<file path="src/rtl/muldiv_seq_unit_pkg.sv">
// Shared ALU-control codes and multiply/divide sequencer encodings.
package muldiv_seq_unit_pkg;

  localparam logic [4:0] ALUCtrl_ADD   = 5'd2;
  localparam logic [4:0] ALUCtrl_MULT  = 5'd24;
  localparam logic [4:0] ALUCtrl_MULTU = 5'd25;
  localparam logic [4:0] ALUCtrl_DIV   = 5'd26;
  localparam logic [4:0] ALUCtrl_DIVU  = 5'd27;

  typedef enum logic [1:0] {
    MD_IDLE = 2'd0,
    MD_CALC = 2'd1,
    MD_FIX  = 2'd2,
    MD_DONE = 2'd3
  } md_state_e;

endpackage

</file>
<file path="src/rtl/muldiv_signfix.sv">
// Conditional two's-complement negate; used for operand magnitude and result sign.
module muldiv_signfix #(
  parameter int N = 32
) (
  input  logic         neg,
  input  logic [N-1:0] din,
  output logic [N-1:0] dout
);

  assign dout = neg ? (~din + N'(1)) : din;

endmodule

</file>
<file path="src/rtl/muldiv_seq_unit.sv">
// Iterative shift-add multiply / restoring divide engine owning HI and LO.
//
// state   | meaning
// MD_IDLE | waiting for start with a mul/div code
// MD_CALC | one multiply or divide iteration per cycle, WIDTH cycles
// MD_FIX  | sign correction; the edge leaving it writes HI/LO
// MD_DONE | done pulse; a new start here runs back-to-back
module muldiv_seq_unit
  import muldiv_seq_unit_pkg::*;
#(
  parameter int WIDTH  = 32,
  parameter int CTRL_W = 5
) (
  input  logic              clk,
  input  logic              rst_n,
  input  logic              start,
  input  logic [CTRL_W-1:0] alu_ctrl,
  input  logic [WIDTH-1:0]  src_a,
  input  logic [WIDTH-1:0]  src_b,
  input  logic              abort,
  input  logic              hi_we,
  input  logic              lo_we,
  input  logic [WIDTH-1:0]  wdata,
  output logic              busy,
  output logic              done,
  output logic              div_by_zero,
  output logic [WIDTH-1:0]  hi,
  output logic [WIDTH-1:0]  lo
);

  localparam int CNT_W = $clog2(WIDTH) + 1;

  md_state_e          state, state_nxt;
  logic [CNT_W-1:0]   cnt;
  logic [2*WIDTH-1:0] acc, acc_nxt;
  logic [WIDTH-1:0]   opnd_a, opnd_b;
  logic               op_div, neg_q, neg_r, dz;
  logic               done_q, dbz_q;

  logic               code_ok, code_div, code_signed;
  logic               accept, last_iter, finish;
  logic [WIDTH-1:0]   abs_a, abs_b, fix_q, fix_r;
  logic [2*WIDTH-1:0] fix_p;
  logic [WIDTH-1:0]   res_hi, res_lo;
  logic [WIDTH:0]     sum, trial;
  logic [WIDTH-1:0]   diff;
  logic               trial_ge;

  always_comb begin
    code_ok     = 1'b0;
    code_div    = 1'b0;
    code_signed = 1'b0;
    case (alu_ctrl)
      CTRL_W'(ALUCtrl_MULT):  begin code_ok = 1'b1; code_signed = 1'b1; end
      CTRL_W'(ALUCtrl_MULTU): begin code_ok = 1'b1; end
      CTRL_W'(ALUCtrl_DIV):   begin code_ok = 1'b1; code_div = 1'b1; code_signed = 1'b1; end
      CTRL_W'(ALUCtrl_DIVU):  begin code_ok = 1'b1; code_div = 1'b1; end
      default: ;
    endcase
  end

  assign accept    = start && code_ok && !abort && ((state == MD_IDLE) || (state == MD_DONE));
  assign last_iter = (cnt == CNT_W'(WIDTH - 1));
  assign finish    = (state == MD_FIX) && !abort;

  muldiv_signfix #(.N(WIDTH)) u_abs_a (
    .neg(code_signed & src_a[WIDTH-1]), .din(src_a), .dout(abs_a));
  muldiv_signfix #(.N(WIDTH)) u_abs_b (
    .neg(code_signed & src_b[WIDTH-1]), .din(src_b), .dout(abs_b));
  muldiv_signfix #(.N(2*WIDTH)) u_fix_p (
    .neg(neg_q), .din(acc), .dout(fix_p));
  muldiv_signfix #(.N(WIDTH)) u_fix_q (
    .neg(neg_q), .din(acc[WIDTH-1:0]), .dout(fix_q));
  muldiv_signfix #(.N(WIDTH)) u_fix_r (
    .neg(neg_r), .din(acc[2*WIDTH-1:WIDTH]), .dout(fix_r));

  always_ff @(posedge clk or negedge rst_n) begin
    if (!rst_n) state <= MD_IDLE;
    else        state <= state_nxt;
  end

  always_comb begin
    state_nxt = state;
    case (state)
      MD_IDLE: if (accept) state_nxt = MD_CALC;
      MD_CALC: begin
        if (abort)          state_nxt = MD_IDLE;
        else if (last_iter) state_nxt = MD_FIX;
      end
      MD_FIX:  state_nxt = abort ? MD_IDLE : MD_DONE;
      MD_DONE: state_nxt = accept ? MD_CALC : MD_IDLE;
      default: state_nxt = MD_IDLE;
    endcase
  end

  always_comb begin
    busy        = (state == MD_CALC) || (state == MD_FIX);
    done        = done_q;
    div_by_zero = dbz_q;
  end

  // Multiply: HI half accumulates, LO half holds the multiplier shifting out.
  // Divide: HI half is the partial remainder, LO half shifts dividend out / quotient in.
  always_comb begin
    acc_nxt  = acc;
    sum      = {1'b0, acc[2*WIDTH-1:WIDTH]} + (acc[0] ? {1'b0, opnd_a} : {(WIDTH+1){1'b0}});
    trial    = acc[2*WIDTH-1:WIDTH-1];
    trial_ge = (trial >= {1'b0, opnd_b});
    diff     = trial[WIDTH-1:0] - opnd_b;
    if (op_div) begin
      if (trial_ge) acc_nxt = {diff, acc[WIDTH-2:0], 1'b1};
      else          acc_nxt = {trial[WIDTH-1:0], acc[WIDTH-2:0], 1'b0};
    end else begin
      acc_nxt = {sum, acc[WIDTH-1:1]};
    end
  end

  always_comb begin
    res_hi = fix_p[2*WIDTH-1:WIDTH];
    res_lo = fix_p[WIDTH-1:0];
    if (op_div) begin
      if (dz) begin
        res_hi = opnd_a;
        res_lo = '1;
      end else begin
        res_hi = fix_r;
        res_lo = fix_q;
      end
    end
  end

  // For divides opnd_a keeps the raw dividend, which is the divide-by-zero HI value.
  always_ff @(posedge clk or negedge rst_n) begin
    if (!rst_n) begin
      acc    <= '0;
      cnt    <= '0;
      opnd_a <= '0;
      opnd_b <= '0;
      op_div <= 1'b0;
      neg_q  <= 1'b0;
      neg_r  <= 1'b0;
      dz     <= 1'b0;
    end else if (accept) begin
      acc    <= {{WIDTH{1'b0}}, (code_div ? abs_a : abs_b)};
      cnt    <= '0;
      opnd_a <= code_div ? src_a : abs_a;
      opnd_b <= abs_b;
      op_div <= code_div;
      neg_q  <= code_signed & (src_a[WIDTH-1] ^ src_b[WIDTH-1]);
      neg_r  <= code_signed & code_div & src_a[WIDTH-1];
      dz     <= code_div & (src_b == '0);
    end else if (state == MD_CALC) begin
      acc <= acc_nxt;
      cnt <= cnt + CNT_W'(1);
    end
  end

  always_ff @(posedge clk or negedge rst_n) begin
    if (!rst_n) begin
      hi <= '0;
      lo <= '0;
    end else if (finish) begin
      hi <= res_hi;
      lo <= res_lo;
    end else if (!busy) begin
      if (hi_we) hi <= wdata;
      if (lo_we) lo <= wdata;
    end
  end

  always_ff @(posedge clk or negedge rst_n) begin
    if (!rst_n) begin
      done_q <= 1'b0;
      dbz_q  <= 1'b0;
    end else begin
      done_q <= finish;
      dbz_q  <= finish & dz;
    end
  end

endmodule

</file>
<file path="config.mk">
export PLATFORM = sky130hd
export DESIGN_NAME = muldiv_seq_unit
export DESIGN_NICKNAME = d
export VERILOG_FILES = /design/src/rtl/muldiv_seq_unit_pkg.sv /design/src/rtl/muldiv_signfix.sv /design/src/rtl/muldiv_seq_unit.sv
export SDC_FILE = /design/constraint.sdc
export NUM_CORES = 1
export LEC_CHECK = 0
export ABC_AREA = 0
export CAP_MARGIN = 20
export CORE_UTILIZATION = 40
export CTS_BUF_LIST = sky130_fd_sc_hd__clkbuf_8 sky130_fd_sc_hd__clkbuf_16
export CTS_CLUSTER_DIAMETER = 80
export DETAILED_ROUTE_END_ITERATION = 16
export GPL_TIMING_DRIVEN = 0
export MAX_ROUTING_LAYER = met4
export SLEW_MARGIN = 40
export SYNTH_ARGS = -nofsm -noshare
export SYNTH_HDL_FRONTEND = slang
export SYNTH_HIERARCHICAL = 1
export SYNTH_SLANG_ARGS = --single-unit
</file>
<file path="constraint.sdc">
create_clock -name clk -period 6.5 [get_ports clk]
set_clock_uncertainty 0.2 [all_clocks]
set_input_delay 1.3 -clock clk [delete_from_list [all_inputs] [get_ports clk]]
set_output_delay 1.3 -clock clk [all_outputs]
set_load 0.01 [all_outputs]
</file>
### Yosys cells after proc, flatten, opt, wreduce, memory -nomap -nowiden

Cells that the tools add are included.
Widths: inputs -> output; s select.

* bits in registers: 206
* latch bits: 0
* memory bits (writable): 0
* bits in read-only memories: 0
* input port bits: 107
* output and inout port bits: 67
* logic and storage cells: 97
* memories kept: 0

* add/subtract/negate cells: 8
* multipliers: 0
* divide/modulo/power cells: 0
* order comparisons: 1
* eq/ne operators: 11
* shift-type cells: 0
* multiplexer cells: 33
* bitwise gates (word level): 13
* reduce and logical (&&, ||, !) cells: 18

Operators by type and width (number)
* $mux 32: 17
* $mux 64: 5
* $add 32x1->32 const B: 4
* $not 32->32: 4
* $add 64x1->64 const B: 1
* $not 64->64: 1
* $add 32x32->33: 1
* $ge 33x32->1: 1
* $logic_not 32->1: 1
* $sub 32x32->32: 1
* $eq 5x5->1 const B: 4
* $mux 6: 2
* $mux 2: 4
* $pmux 2 s4: 1
* $and 1x1->1: 7
* $add 6x1->6 const B: 1
* $eq 6x5->1 const B: 1
* $reduce_and 2->1: 3
* $reduce_bool 2->1: 3
* $eq 2x2->1 const B: 2
* $logic_and 1x1->1: 4
* $mux 1: 4
* $reduce_or 2->1: 2
* $reduce_or 4->1: 1
* other kinds (8): 9

### Logic depth before layout (Yosys ltp)

* word-level depth: 8
* gate-level depth with buffers: 14
* gate-level depth less buffers: 13

### Hierarchy

Netlist, hierarchy kept.

Modules (own cells, without submodules)
* muldiv_seq_unit: times used 1, cells each 1675, area each 14562.7 um2, seq. area each 5154.9 um2
* muldiv_signfix (u_abs_a ...): times used 4, cells each 99, area each 777.0 um2, seq. area each 0.0 um2
* muldiv_signfix (u_fix_p): times used 1, cells each 206, area each 1649.1 um2, seq. area each 0.0 um2

### Worst setup path after synthesis

No wires, ideal clock.

* kind: flip-flop to flip-flop
* start point: register acc[0]
* end point: register acc[56]
* setup time: 0.122 ns
* arrival: 3.036 ns
* data required time: 6.178 ns
* setup slack: 3.142 ns
* cell stages (with the launch flop): 14
* buffers on the path: 2
* period minus slack after synthesis: 3.358 ns
* path through: dfrtp_1 -> clkbuf_1 -> and2_1 -> ha_1 -> buf_2 -> a2111oi_0 -> o21ai_0 -> a21oi_1 -> o31a_1 -> o21ai_1 -> a211oi_2 -> o21ai_0 -> mux2i_1 -> a32o_1

* cells in the longest elaborated chain, start to end: 5

Ends and longest elaborated chain
* start, declared: line muldiv_seq_unit.sv:35 `logic [2*WIDTH-1:0] acc, acc_nxt;`
* start signal, assigned: line muldiv_seq_unit.sv:144 `acc <= {{WIDTH{1'b0}}, (code_div ? abs_a : abs_b)};`
* start signal, assigned: line muldiv_seq_unit.sv:153 `acc <= acc_nxt;`
* $mux 32: line muldiv_seq_unit.sv:106 `sum = {1'b0, acc[2*WIDTH-1:WIDTH]} + (acc[0] ? {1'b0, opnd_a} : {(WIDTH+1){1'b0}});`
* $add 32x32->33: line muldiv_seq_unit.sv:106
* $mux 64: line muldiv_seq_unit.sv:110 `if (op_div) begin`
* $mux 64: line muldiv_seq_unit.sv:152 `end else if (state == MD_CALC) begin`
* $mux 64: line muldiv_seq_unit.sv:143 `end else if (accept) begin`

No other way between the ends. The select of a mux whose other input is x is not followed.
A chain may end at the register's enable or synchronous reset.

### Worst setup path after layout

* start point: register acc[0]
* end point: register acc[63]

Same word-level chain as after synthesis.

==> out/metrics.cfg <==
[run_status]
outcome = completed

[logic_synthesis]
synth-edff-count = 0
avgSynthCellArea_um2 = 8.48
synth-main-ff-cell = dfrtp_1
synth-seq-cells = 206
yosys_warnings = 6
postSynth.asyncResetShare_pct = 100
synth_area_um2 = 19300
syn_nets = 2461
yosysSeqAreaShare_pct = 26.7
synth_cell_type_count = 98
syn_inst = 2277

[worst_setup_path]
path_class = reg2reg
start_kind = flop
crit_fanout = 16
cp.required_ns = 6.78
crit_path_end_kind = flop
arrival_ns = 4.49

[cells_and_area]
n_fill_cell = 4668
drive_gt1_share_pct = 6.71
syn_to_final_growth_pct = 18.2
nets = 2667
multiInputGateArea_um2 = 13300
seq_area_um2 = 5160
finish.utilization_pct = 47.9
design_area_um2 = 22800

[placement]
portBuffers = 173
postPlaceCellArea_um2 = 21900
place_ws_ns = 1.80
dp_hpwl_um = 61100
gp_congestion = 0.990

[timing]
rsz0062_at_grt = false
hold_viol = 0
finalSetupViolCount = 0
worst_pin_slew_ns = 0.874
slew_headroom_pct = 41.7
setup_slack_ns = 2.29
min_period_ns = 4.21
slew_violations = 0
min_period_over_period_pct = 64.7
max_freq_ghz = 0.238

[clock_tree]
cts_hold_buf = 0
cts-root-buf = clkbuf_16
h-tree-depth = 1
cts_made_buffers = 28
cts_setup_buffers = 0
cts-resized-gates = 0
cts.sinks = 206
clk_pin_slew_ns = 0.06
cts_tree = yes
cts-root-to-sink-buffers = 3
worstSkewPairLatency_ns = 0.56

[run]
cap_violations = 0

[grt]
grt_antenna_before_repair = 0
grt_max_degree = 68
grt_pass1_wl_um = 113000
grt_pass1_vias = 18300
grtUsageTotal_pct = 30.8
grt_overflow = 0

[power_and_ir_drop]
static-leakage-power_nw = 8.88
p_comb_share_pct = 57.7
p_total_mw = 10.9
pwr-share-seq_pct = 28.2
p_clk_share_pct = 14.0
netSwitchingPower_mw = 5.44
powerDensity_nw_per_um2 = 477
sw_frac_of_total_pct = 50.0
vdd_drop_max_mv = 0.291
internal-power_mw = 5.45

[floorplan]
fp-row-count = 80
start_util_pct = 40.5
coreArea_um2 = 47600
die_w_um = 222
num_io_pins = 174
die_y_um = 222
dieArea_um2 = 49200

[routing]
drtPass1Iterations = 5
vias_per_cell = 6.06
wl_um = 75300
ant_nets = 0
drt-initial-drc-count = 1574
vias = 18900
post-route-drc-count = 0
routedWlPerCell_um = 24.1

[hold_path]
min_path_type = reg2reg

## Yosys cell counts, types with 8 or more instances
master,number,share of area (%)
or3_1,17,0.55
nor2b_1,8,0.26
or2b_1,8,0.31
inv_1,69,1.3
nor4_1,23,0.74
and4_1,8,0.36
buf_4,8,0.31
dfrtp_1,206,27
a21oi_1,77,2.0
nor3_1,30,0.78
ha_1,75,4.9
xnor2_1,217,9.8
o41ai_2,20,1.7
o221ai_1,37,1.7
or4_1,11,0.43
or2_2,10,0.32
buf_1,36,0.70
mux2i_1,173,9.0
o21a_1,12,0.47
o21ai_0,244,6.3
a21o_1,28,1.1
nor4_4,17,1.9
nand4_1,30,0.97
clkbuf_1,87,1.7
o41ai_1,28,1.3
nand2_1,279,5.4
nand2b_1,27,0.87
o211ai_1,70,2.7
a31oi_1,37,1.2
a211oi_1,9,0.35
nor2_1,96,1.9
and2_1,37,1.2
xor2_1,25,1.1
o31ai_1,58,2.3
nand3_1,26,0.67
## power groups by stage
stage | Sequential (mW) | Combinational, mW | Clock (mW)
final | 3.08 | 6.29 | 1.53
after global routing | 3.14 | 6.90 | 1.59
after CTS | 3.03 | 6.24 | 1.54
after detailed placement | 3.06 | 6.20 | 0
after global placement | 3.04 | 6.10 | 0
after floorplan | 2.64 | 4.22 | 0
## cells in the final DEF, fill, tap and decap left out, types with 29 or more instances in the layout
cell and instances:
mux2i_1 173, nor3_1 30, xnor2_1 217, buf_1 35, a21oi_1 77, inv_1 79
clkbuf_1 84, o31ai_1 58, a31oi_1 37, ha_1 75, clkdlybuf4s50_1 172, nand4_1 30
clkbuf_16 29, dfrtp_1 205, o21ai_0 244, o211ai_1 70, o221ai_1 37, nand2_1 279
and2_1 37, nor2_1 95
## critical path, stage by stage, from the launching register on
cell and delay, ns:
dfrtp_2 0.69, clkbuf_1 0.45, nand2_1 0.18, fa_1 0.46
nor2b_1 0.19, o2111ai_1 0.18, a211oi_1 0.47, o31a_1 0.25
nor2_1 0.09, o311ai_1 0.45, o21ai_0 0.18, o211a_1 0.15
nor3_1 0.18
## worst paths after layout
kind / startpoint / to / slack, ns / depth (start not counted)
max: acc[0] / acc[63] / 2.29 / 12
min: opnd_b[0] / opnd_b[0] / 0.31 / 2
max reg2reg: acc[0] / acc[63] / 2.29 / 12
min reg2reg: opnd_b[0] / opnd_b[0] / 0.31 / 2
max in group asynchronous: rst_n / acc[0] / 4.64 / 3
min in group asynchronous: rst_n / hi[28] / 0.41 / 1
## registers in the layout, indices dropped and copies added, names as in the netlist, 2 cells and up
signal,cells
acc,64
cnt,6
hi,32
lo,32
opnd_a,32
opnd_b,32
state,2
## kinds of logic (layout without fill, tap and decap cells)
logic type / after synthesis / count (layout) / share of synthesized area, %
xor gates and xnor gates: 242 / 242 / 11.0
adders and majority gates: 77 / 77 / 5.06
and+or+nand+nor: 673 / 673 / 19.1
buffers and inverters: 209 / 436 / 4.36
muxes: 180 / 180 / 9.37
DFF: 206 / 206 / 26.7
other: 0 / 1 / 0
AOI/OAI and AO/OA: 690 / 690 / 24.4
## stage by stage
stage          instances   TNS, ns  hold slack (ns)
2_1_floorplan       2277         0            0.250
3_3_place_gp        3065  -1038.85            0.305
3_5_place_dp        3068         0            0.300
4_1_cts             3119         0            0.323
5_1_grt             3119         0            0.343
6_report            3120         0            0.314
## per-layer routing
layer	GRT usage [%]	vias to the layer above	share of wire (%)
met5	-	-	0
met4	13.2	0	4.8
li1	-	8849	-
met2	48.7	749	46
met1	39.3	9188	43
met3	4.25	135	6.4
## layout make-up
class	instances	area share (%)
Timing Repair Buffer	176	7.97
Clock buffer	30	3.24
Clock inverter	21	0.729
Antenna cell	1	0.0110
Tap cell	615	3.37
Sequential cell	206	22.6
Inverter	70	1.15
Buffer	139	2.56
Multi-Input combinational cell	1862	58.4
Note: power is estimated with default switching activity, not from simulation.
